[config.mk]
export PLATFORM = sky130hd
export DESIGN_NAME = obstacle_pool
export DESIGN_NICKNAME = d
export VERILOG_FILES = /design/src/rtl/obstacle_pool.sv
export SDC_FILE = /design/constraint.sdc
export NUM_CORES = 1
export LEC_CHECK = 0
export BUFFER_PORTS_ARGS = -buffer_cell sky130_fd_sc_hd__buf_2
export CORE_MARGIN = 1.5
export CORE_UTILIZATION = 25
export DETAILED_ROUTE_END_ITERATION = 7
export PLACE_DENSITY = 0.43
export SLEW_MARGIN = 5
export SYNTH_ARGS = -nofsm -noshare
export SYNTH_HDL_FRONTEND = slang
export SYNTH_SLANG_ARGS = --single-unit
[constraint.sdc]
create_clock -name clk -period 3.1 [get_ports clk]
set_input_delay 0.155 -clock clk [delete_from_list [all_inputs] [get_ports clk]]
set_output_delay 0.155 -clock clk [all_outputs]
set_load 0.02 [all_outputs]
[src/rtl/obstacle_pool.sv]
// Obstacle pool: spawns, scrolls and retires up to NUM_OBS obstacle
// channels under an IDLE/RUN/HALT game-state machine.
module obstacle_pool #(
  parameter int NUM_OBS = 2,
  parameter int CONV    = 2,
  parameter int SPAWN_X = 160,
  parameter int MIN_GAP = 24
) (
  input  logic                           clk,
  input  logic                           rst,
  input  logic                           game_start,
  input  logic                           game_frozen,
  input  logic                           game_tick,
  input  logic [7:0]                     rng,
  input  logic [1:0]                     speed,
  output logic [NUM_OBS*(10-CONV)-1:0]   obs_pos,
  output logic [NUM_OBS*3-1:0]           obs_type,
  output logic [NUM_OBS-1:0]             obs_active,
  output logic                           spawn_pulse
);

  localparam int POS_W = 10 - CONV;
  localparam logic [POS_W-1:0] ALL1  = '1;
  localparam logic [POS_W-1:0] SPAWN = POS_W'(SPAWN_X);
  localparam logic [8:0]       GAP0  = 9'(MIN_GAP);

  typedef enum logic [1:0] {IDLE, RUN, HALT} state_t;

  state_t              state, state_d;
  logic [POS_W-1:0]    pos_q [NUM_OBS];
  logic [POS_W-1:0]    pos_d [NUM_OBS];
  logic [2:0]          typ_q [NUM_OBS];
  logic [2:0]          typ_d [NUM_OBS];
  logic [NUM_OBS-1:0]  act_q, act_d;
  logic [8:0]          gap_q, gap_d;
  logic                pulse_q, pulse_d;
  logic [POS_W-1:0]    step;
  logic [2:0]          new_typ;
  logic [9:0]          reload;
  logic                found;

  always_ff @(posedge clk or posedge rst) begin
    if (rst) begin
      state   <= IDLE;
      act_q   <= '0;
      gap_q   <= GAP0;
      pulse_q <= 1'b0;
      for (int i = 0; i < NUM_OBS; i++) begin
        pos_q[i] <= ALL1;
        typ_q[i] <= 3'd0;
      end
    end else begin
      state   <= state_d;
      act_q   <= act_d;
      gap_q   <= gap_d;
      pulse_q <= pulse_d;
      for (int i = 0; i < NUM_OBS; i++) begin
        pos_q[i] <= pos_d[i];
        typ_q[i] <= typ_d[i];
      end
    end
  end

  always_comb begin
    step    = POS_W'(speed) + POS_W'(1);
    new_typ = (rng[2:0] < 3'd6) ? rng[2:0] : {1'b0, rng[1:0]};
    reload  = 10'(MIN_GAP) + {5'd0, rng[4:3], 3'd0};
    state_d = state;
    act_d   = act_q;
    gap_d   = gap_q;
    pulse_d = 1'b0;
    found   = 1'b0;
    for (int i = 0; i < NUM_OBS; i++) begin
      pos_d[i] = pos_q[i];
      typ_d[i] = typ_q[i];
    end
    if (game_start) begin
      state_d = RUN;
      act_d   = '0;
      gap_d   = GAP0;
      for (int i = 0; i < NUM_OBS; i++) begin
        pos_d[i] = ALL1;
        typ_d[i] = 3'd0;
      end
    end else if (state == RUN && game_frozen) begin
      state_d = HALT;
    end else if (state == RUN && game_tick) begin
      for (int i = 0; i < NUM_OBS; i++) begin
        if (act_q[i]) begin
          if (pos_q[i] >= step) begin
            pos_d[i] = pos_q[i] - step;
          end else begin
            act_d[i] = 1'b0;
            pos_d[i] = ALL1;
          end
        end
      end
      // free slots are judged on pre-tick occupancy so a retiree waits a tick
      if (gap_q != 9'd0) begin
        gap_d = gap_q - 9'd1;
      end else if (rng[7:5] != 3'd0) begin
        for (int i = 0; i < NUM_OBS; i++) begin
          if (!act_q[i] && !found) begin
            found    = 1'b1;
            act_d[i] = 1'b1;
            pos_d[i] = SPAWN;
            typ_d[i] = new_typ;
          end
        end
        if (found) begin
          gap_d   = reload[9] ? 9'h1FF : reload[8:0];
          pulse_d = 1'b1;
        end
      end
    end
  end

  for (genvar g = 0; g < NUM_OBS; g++) begin : g_out
    assign obs_pos[g*POS_W +: POS_W] = pos_q[g];
    assign obs_type[g*3 +: 3]        = typ_q[g];
  end

  assign obs_active  = act_q;
  assign spawn_pulse = pulse_q;

endmodule

Word-level counts from Yosys, hierarchy flattened
Cells that the tools add are included.
{"block": "word_totals", "reg_bits": 36, "input_bits": 15, "out_inout_bits": 25, "word_cells": 94}
{"block": "classes", "addsub": 5, "magnitude_cmp": 3, "eq_ne": 4, "mux": 57, "n_reduce_logical": 17}
{"operator": "$mux 16", "n": 5}
{"operator": "$mux 9", "n": 7}
{"operator": "$mux 8", "n": 6}
{"operator": "$mux 6", "n": 5}
{"operator": "$mux 1", "n": 24}
{"operator": "$ge 8x3->1", "n": 2}
{"operator": "$sub 8x3->8", "n": 2}
{"operator": "$mux 2", "n": 7}
{"operator": "$reduce_and 5->1", "n": 2}
{"operator": "$mux 3", "n": 3}
{"operator": "$reduce_bool 3->1", "n": 3}
{"operator": "$reduce_bool 9->1", "n": 1}
{"operator": "$sub 9x1->9 const B", "n": 1}
{"operator": "$reduce_bool 2->1", "n": 4}
{"operator": "$add 5x5->6 const A", "n": 1}
{"operator": "$ne 2x2->1 const B", "n": 3}
{"operator": "$reduce_and 4->1", "n": 1}
{"operator": "$add 2x1->3 const B", "n": 1}
{"operator": "$logic_and 1x1->1", "n": 3}
{"operator": "$lt 3x3->1 const B", "n": 1}
{"operator": "$eq 2x1->1 const B", "n": 1}
{"operator": "$logic_not 1->1", "n": 2}
{"operator": "$reduce_and 2->1", "n": 1}

Logic depth before layout (Yosys ltp)
{"block": "depth", "word_depth": 20, "depth_mapped": 9, "depth_no_buf": 9}

Worst setup path after synthesis
OpenSTA, ideal clock, no wires.
{"block": "synth_timing", "kind": "register -> register", "startpoint": "reg pos_q, in the netlist obs_pos[8]", "endpoint": "reg act_q[1] (netlist: obs_active[1])", "setup_time_ns": 0.136, "arrival_time_ns": 2.108, "t_required_ns": 2.964, "path_slack_ns": 0.856, "stages_incl_launch_ff": 8, "n_path_buf": 0, "period_less_slack_ns": 2.244, "path_cell_list": "dfstp_2 -> inv_1 -> ha_1 -> nor2b_1 -> a311o_1 -> or4_1 -> o21ai_0 -> a21oi_1"}
{"block": "synth_via", "elab_chain_cells": 9}
{"element": "start, declared", "line_no": "30", "rtl": "logic [POS_W-1:0] pos_q [NUM_OBS];"}
{"element": "start signal, assigned by index", "line_no": "58", "rtl": "pos_q[i] <= pos_d[i];"}
{"element": "$ge 8x3->1 *", "line_no": "90", "rtl": "if (pos_q[i] >= step) begin"}
{"element": "$mux 1 *", "line_no": "90"}
{"element": "$mux 1 *", "line_no": "89", "rtl": "if (act_q[i]) begin"}
{"element": "$mux 1", "line_no": "103", "rtl": "if (!act_q[i] && !found) begin"}
{"element": "$mux 2", "line_no": "101", "rtl": "end else if (rng[7:5] != 3'd0) begin"}
{"element": "$mux 2 *", "line_no": "99", "rtl": "if (gap_q != 9'd0) begin"}
{"element": "$mux 2 *", "line_no": "87", "rtl": "end else if (state == RUN && game_tick) begin"}
{"element": "$mux 2 *", "line_no": "85", "rtl": "end else if (state == RUN && game_frozen) begin"}
{"element": "$mux 2 *", "line_no": "77", "rtl": "if (game_start) begin"}
{"element": "end signal, assigned", "line_no": "54", "rtl": "act_q <= act_d;"}
{"element": "end, declared", "line_no": "34", "rtl": "logic [NUM_OBS-1:0] act_q, act_d;"}
Mark *: on every way between the ends. The rest lies on a longest branch, timed or not. The select of a mux whose other input is x is not followed.
A chain may end at the register's enable or synchronous reset.

Worst setup path in the final report
{"block": "layout_timing", "startpoint": "reg gap_q[0]", "endpoint": "reg typ_q, in the netlist obs_type[0]"}
{"block": "layout_via", "elab_chain_cells": 3}
{"element": "start, declared", "line_no": "35", "rtl": "logic [8:0] gap_q, gap_d;"}
{"element": "start signal, assigned", "line_no": "55", "rtl": "gap_q <= gap_d;"}
{"element": "$reduce_bool 9->1", "line_no": "99"}
{"element": "$ne 2x2->1 (no line)"}
{"element": "$reduce_and 5->1 (no line)"}
{"element": "end signal, assigned by index", "line_no": "59", "rtl": "typ_q[i] <= typ_d[i];"}
{"element": "end, declared", "line_no": "32", "rtl": "logic [2:0] typ_q [NUM_OBS];"}
No other way between the ends.

==> metrics.txt <==
run status finished, final reports clean; number of gates given a new drive strength after cts 0; overall die area 9580 um2; portion of synthesized cell area occupied by the leading cell type 21.0%; Final Routed Wirelength 5780 um; initial antenna violation count 0; mapped cell area 2250 um2; worst slack, placed 0.616 ns; ant diodes 0; placed wire-length estimate 4290 um; Row Count 34; EDFF count, synth 0; skew final 0.00357 ns; net total in the final layout 310; Critical Path Sink Type flip-flop; mean cell area of the mapped netlist 9.22 um2; leading cell types by total area after synthesis sky130_fd_sc_hd__dfstp_2 (21%), sky130_fd_sc_hd__dfrtp_1 (20%), sky130_fd_sc_hd__ha_1 (5.0%); max-slew violations 0; Final Instance Area 2680 um2; biggest fanout along the worst timing path 7; buffer cell driving the clock tree root sky130_fd_sc_hd__clkbuf_8; total CTS buffers 5; clock sink count 36; Congestion Overflow GR 0; share of synthesized registers carrying an async set or reset 100%; maximum buffer depth of the clock tree 2; worst setup margin 0.613 ns; core area 8720 um2; via total after detailed routing 1987; vias in the first global route 1914; synthesized instance count 244; signal arrival time at the worst endpoint 2.64 ns; sum of negative setup slack 0 ns; # hold bufs at CTS 0; Mapped Nets 268; Crit Reg-Reg Endpoint obs_type[0]; highest ir drop seen on vdd 0.132 mV; setup violation total in the final timing report 0; depth of the worst register-to-register path 7; post-CTS repair timing setup buffer count 0; most numerous cell in the Yosys netlist sky130_fd_sc_hd__nand2_1; layout cells sized above 1 29.3%; Period minus WS final 2.49 ns; number of H-tree levels 2; CP Launch Type flip-flop; worst max-slew margin expressed relative to the limit 37.8%; clock latency at the later pin of the worst-skew pair 0.28 ns; required time worst endpoint 3.25 ns; CTS tree built; peak clock frequency supported by timing 402 MHz; endpoints failing hold 0; library cells used by synthesis 59; starting utilization of the core area 25.8%; area added between synthesis and finish 19.2%; worst setup path category flip-flop to flip-flop; CTS clk-pin slew, worst paths 0.07 ns; global-route wire length before repair 9470 um; total of buffers placed on input and output ports 39; Via density 5.03; pin slew with the least headroom to its limit 0.932 ns; Placer Congestion 0.773; yosys synthesis warning count 0; post-synth top area cell sky130_fd_sc_hd__dfstp_2; list of most frequent post-synthesis cells sky130_fd_sc_hd__nand2_1 (28), sky130_fd_sc_hd__nor2_1 (21), sky130_fd_sc_hd__dfrtp_1 (18), sky130_fd_sc_hd__dfstp_2 (18), sky130_fd_sc_hd__nor3_1 (15); global routing usage summed across all routing layers 12.1%; number of nets with antenna violations after detailed routing 0; overall die height 97.9 um; launch instance of the worst register-to-register path gap_q[0]; post-place instance area 2570 um2; FF-to-FF setup slack 0.61 ns; count of state elements after synthesis 36; dominant synthesized flop cell sky130_fd_sc_hd__dfstp_2; iteration count of the initial detailed-routing pass 4; number of max-capacitance violations reported 0; type of the worst min-delay path input pin to asynchronous set/reset pin; Static Leak 0.00109 uW; mean routed wirelength per cell 14.6 um; portion of the clock cycle consumed by the worst path in the final layout 80.2%; unrepaired setup endpoints after global routing false; number of ports placed on the die boundary 40; sequential element share of the synthesized area 41.0%; maximum number of pins on one net before global-route repair 29; DRC violation count after routing 0; power density over the cells 376 nW/um2; initial detailed-routing violation count 55; Die X-Extent 97.9 um
## through the flow
step           hold WS (ns)  cells  power, uW  util [%]
2_1_floorplan         0.286    244        572         -
3_3_place_gp          0.412    387        612      29.5
3_5_place_dp          0.417    387        611      29.5
4_1_cts               0.104    395       1030      30.7
5_1_grt               0.111    395       1070      30.7
6_report             0.0683    395       1010      30.7
## how the worst max path moves through the flow
| stage | slack, ns | from | to |
|---|---|---|---|
| after detailed placement | 0.62 | gap_q[0] | obs_type[0] |
| after floorplan | 0.86 | obs_pos[8] | obs_active[1] |
| after global placement | 0.63 | gap_q[0] | obs_type[0] |
| final | 0.61 | gap_q[0] | obs_type[0] |
| after global routing | 0.46 | gap_q[0] | obs_type[0] |
| after CTS | 0.60 | gap_q[0] | obs_type[0] |
## critical path, stage by stage (launching register included)
cell and delay [ns]:
sky130_fd_sc_hd__dfrtp_1 0.42, sky130_fd_sc_hd__inv_1 0.09, sky130_fd_sc_hd__ha_1 0.19, sky130_fd_sc_hd__or4b_1 0.65
sky130_fd_sc_hd__nor4b_4 0.45, sky130_fd_sc_hd__nand2_1 0.29, sky130_fd_sc_hd__mux2i_1 0.21, sky130_fd_sc_hd__nor2_1 0.05
## flip-flops by register name (all words and copies together), names as in the netlist
register     cells
obs_pos         16
gap_q            9
obs_active       2
state            2
obs_type         6
spawn_pulse      1
## metal layers
layer	share of wire (%)	vias up	global-route usage (%)
met5	0	-	0
met4	0.43	0	2.31
met3	4.8	4	3.08
met2	46	42	19.5
met1	49	952	16.5
li1	-	989	-
## area by class of cell
class                      count  area (um2)
clock inverter                 2        35.0
sequential                    36         923
tap                          108         135
clock buffer                   6        72.6
multi-input combinational    185        1230
fill                         942        6040
timing repair buffer          44         233
inverter                      14        52.6
## layout by cell type (no fill, tap or decap), types with 3 or more instances in the layout
master / instances
sky130_fd_sc_hd__or4_1: 3
sky130_fd_sc_hd__or3_1: 3
sky130_fd_sc_hd__o21ai_1: 3
sky130_fd_sc_hd__o211ai_1: 4
sky130_fd_sc_hd__nand3_1: 3
sky130_fd_sc_hd__a31oi_1: 3
sky130_fd_sc_hd__a21oi_1: 13
sky130_fd_sc_hd__clkbuf_8: 5
sky130_fd_sc_hd__nor2b_1: 4
sky130_fd_sc_hd__dfrtp_1: 18
sky130_fd_sc_hd__inv_1: 14
sky130_fd_sc_hd__a311o_1: 4
sky130_fd_sc_hd__nor2_1: 21
sky130_fd_sc_hd__nand2_1: 28
sky130_fd_sc_hd__ha_1: 9
sky130_fd_sc_hd__buf_2: 39
sky130_fd_sc_hd__nor4_1: 6
sky130_fd_sc_hd__mux2i_1: 4
sky130_fd_sc_hd__nor3_1: 15
sky130_fd_sc_hd__a211o_1: 4
sky130_fd_sc_hd__o31ai_1: 3
sky130_fd_sc_hd__dfstp_2: 18
sky130_fd_sc_hd__buf_4: 5
sky130_fd_sc_hd__o21ai_0: 10
sky130_fd_sc_hd__xnor2_1: 4
## power breakdown
group | internal (uW) | switching (uW)
Combinational | 43.4 | 69.2
Clock | 239 | 169
Sequential | 479 | 8.89
Total | 762 | 247
## cells by family (layout without fill, tap and decap cells)
group | Yosys count | after routing | share of synthesized area [%]
xor+xnor | 5 | 5 | 1.95
simple gates | 104 | 104 | 26.0
mux | 6 | 6 | 2.78
flops | 36 | 36 | 41.0
compound gates | 61 | 61 | 19.0
buf+inv | 23 | 66 | 4.28
fa+ha+maj | 9 | 9 | 5.01
Power figures use the tool's default switching activity.
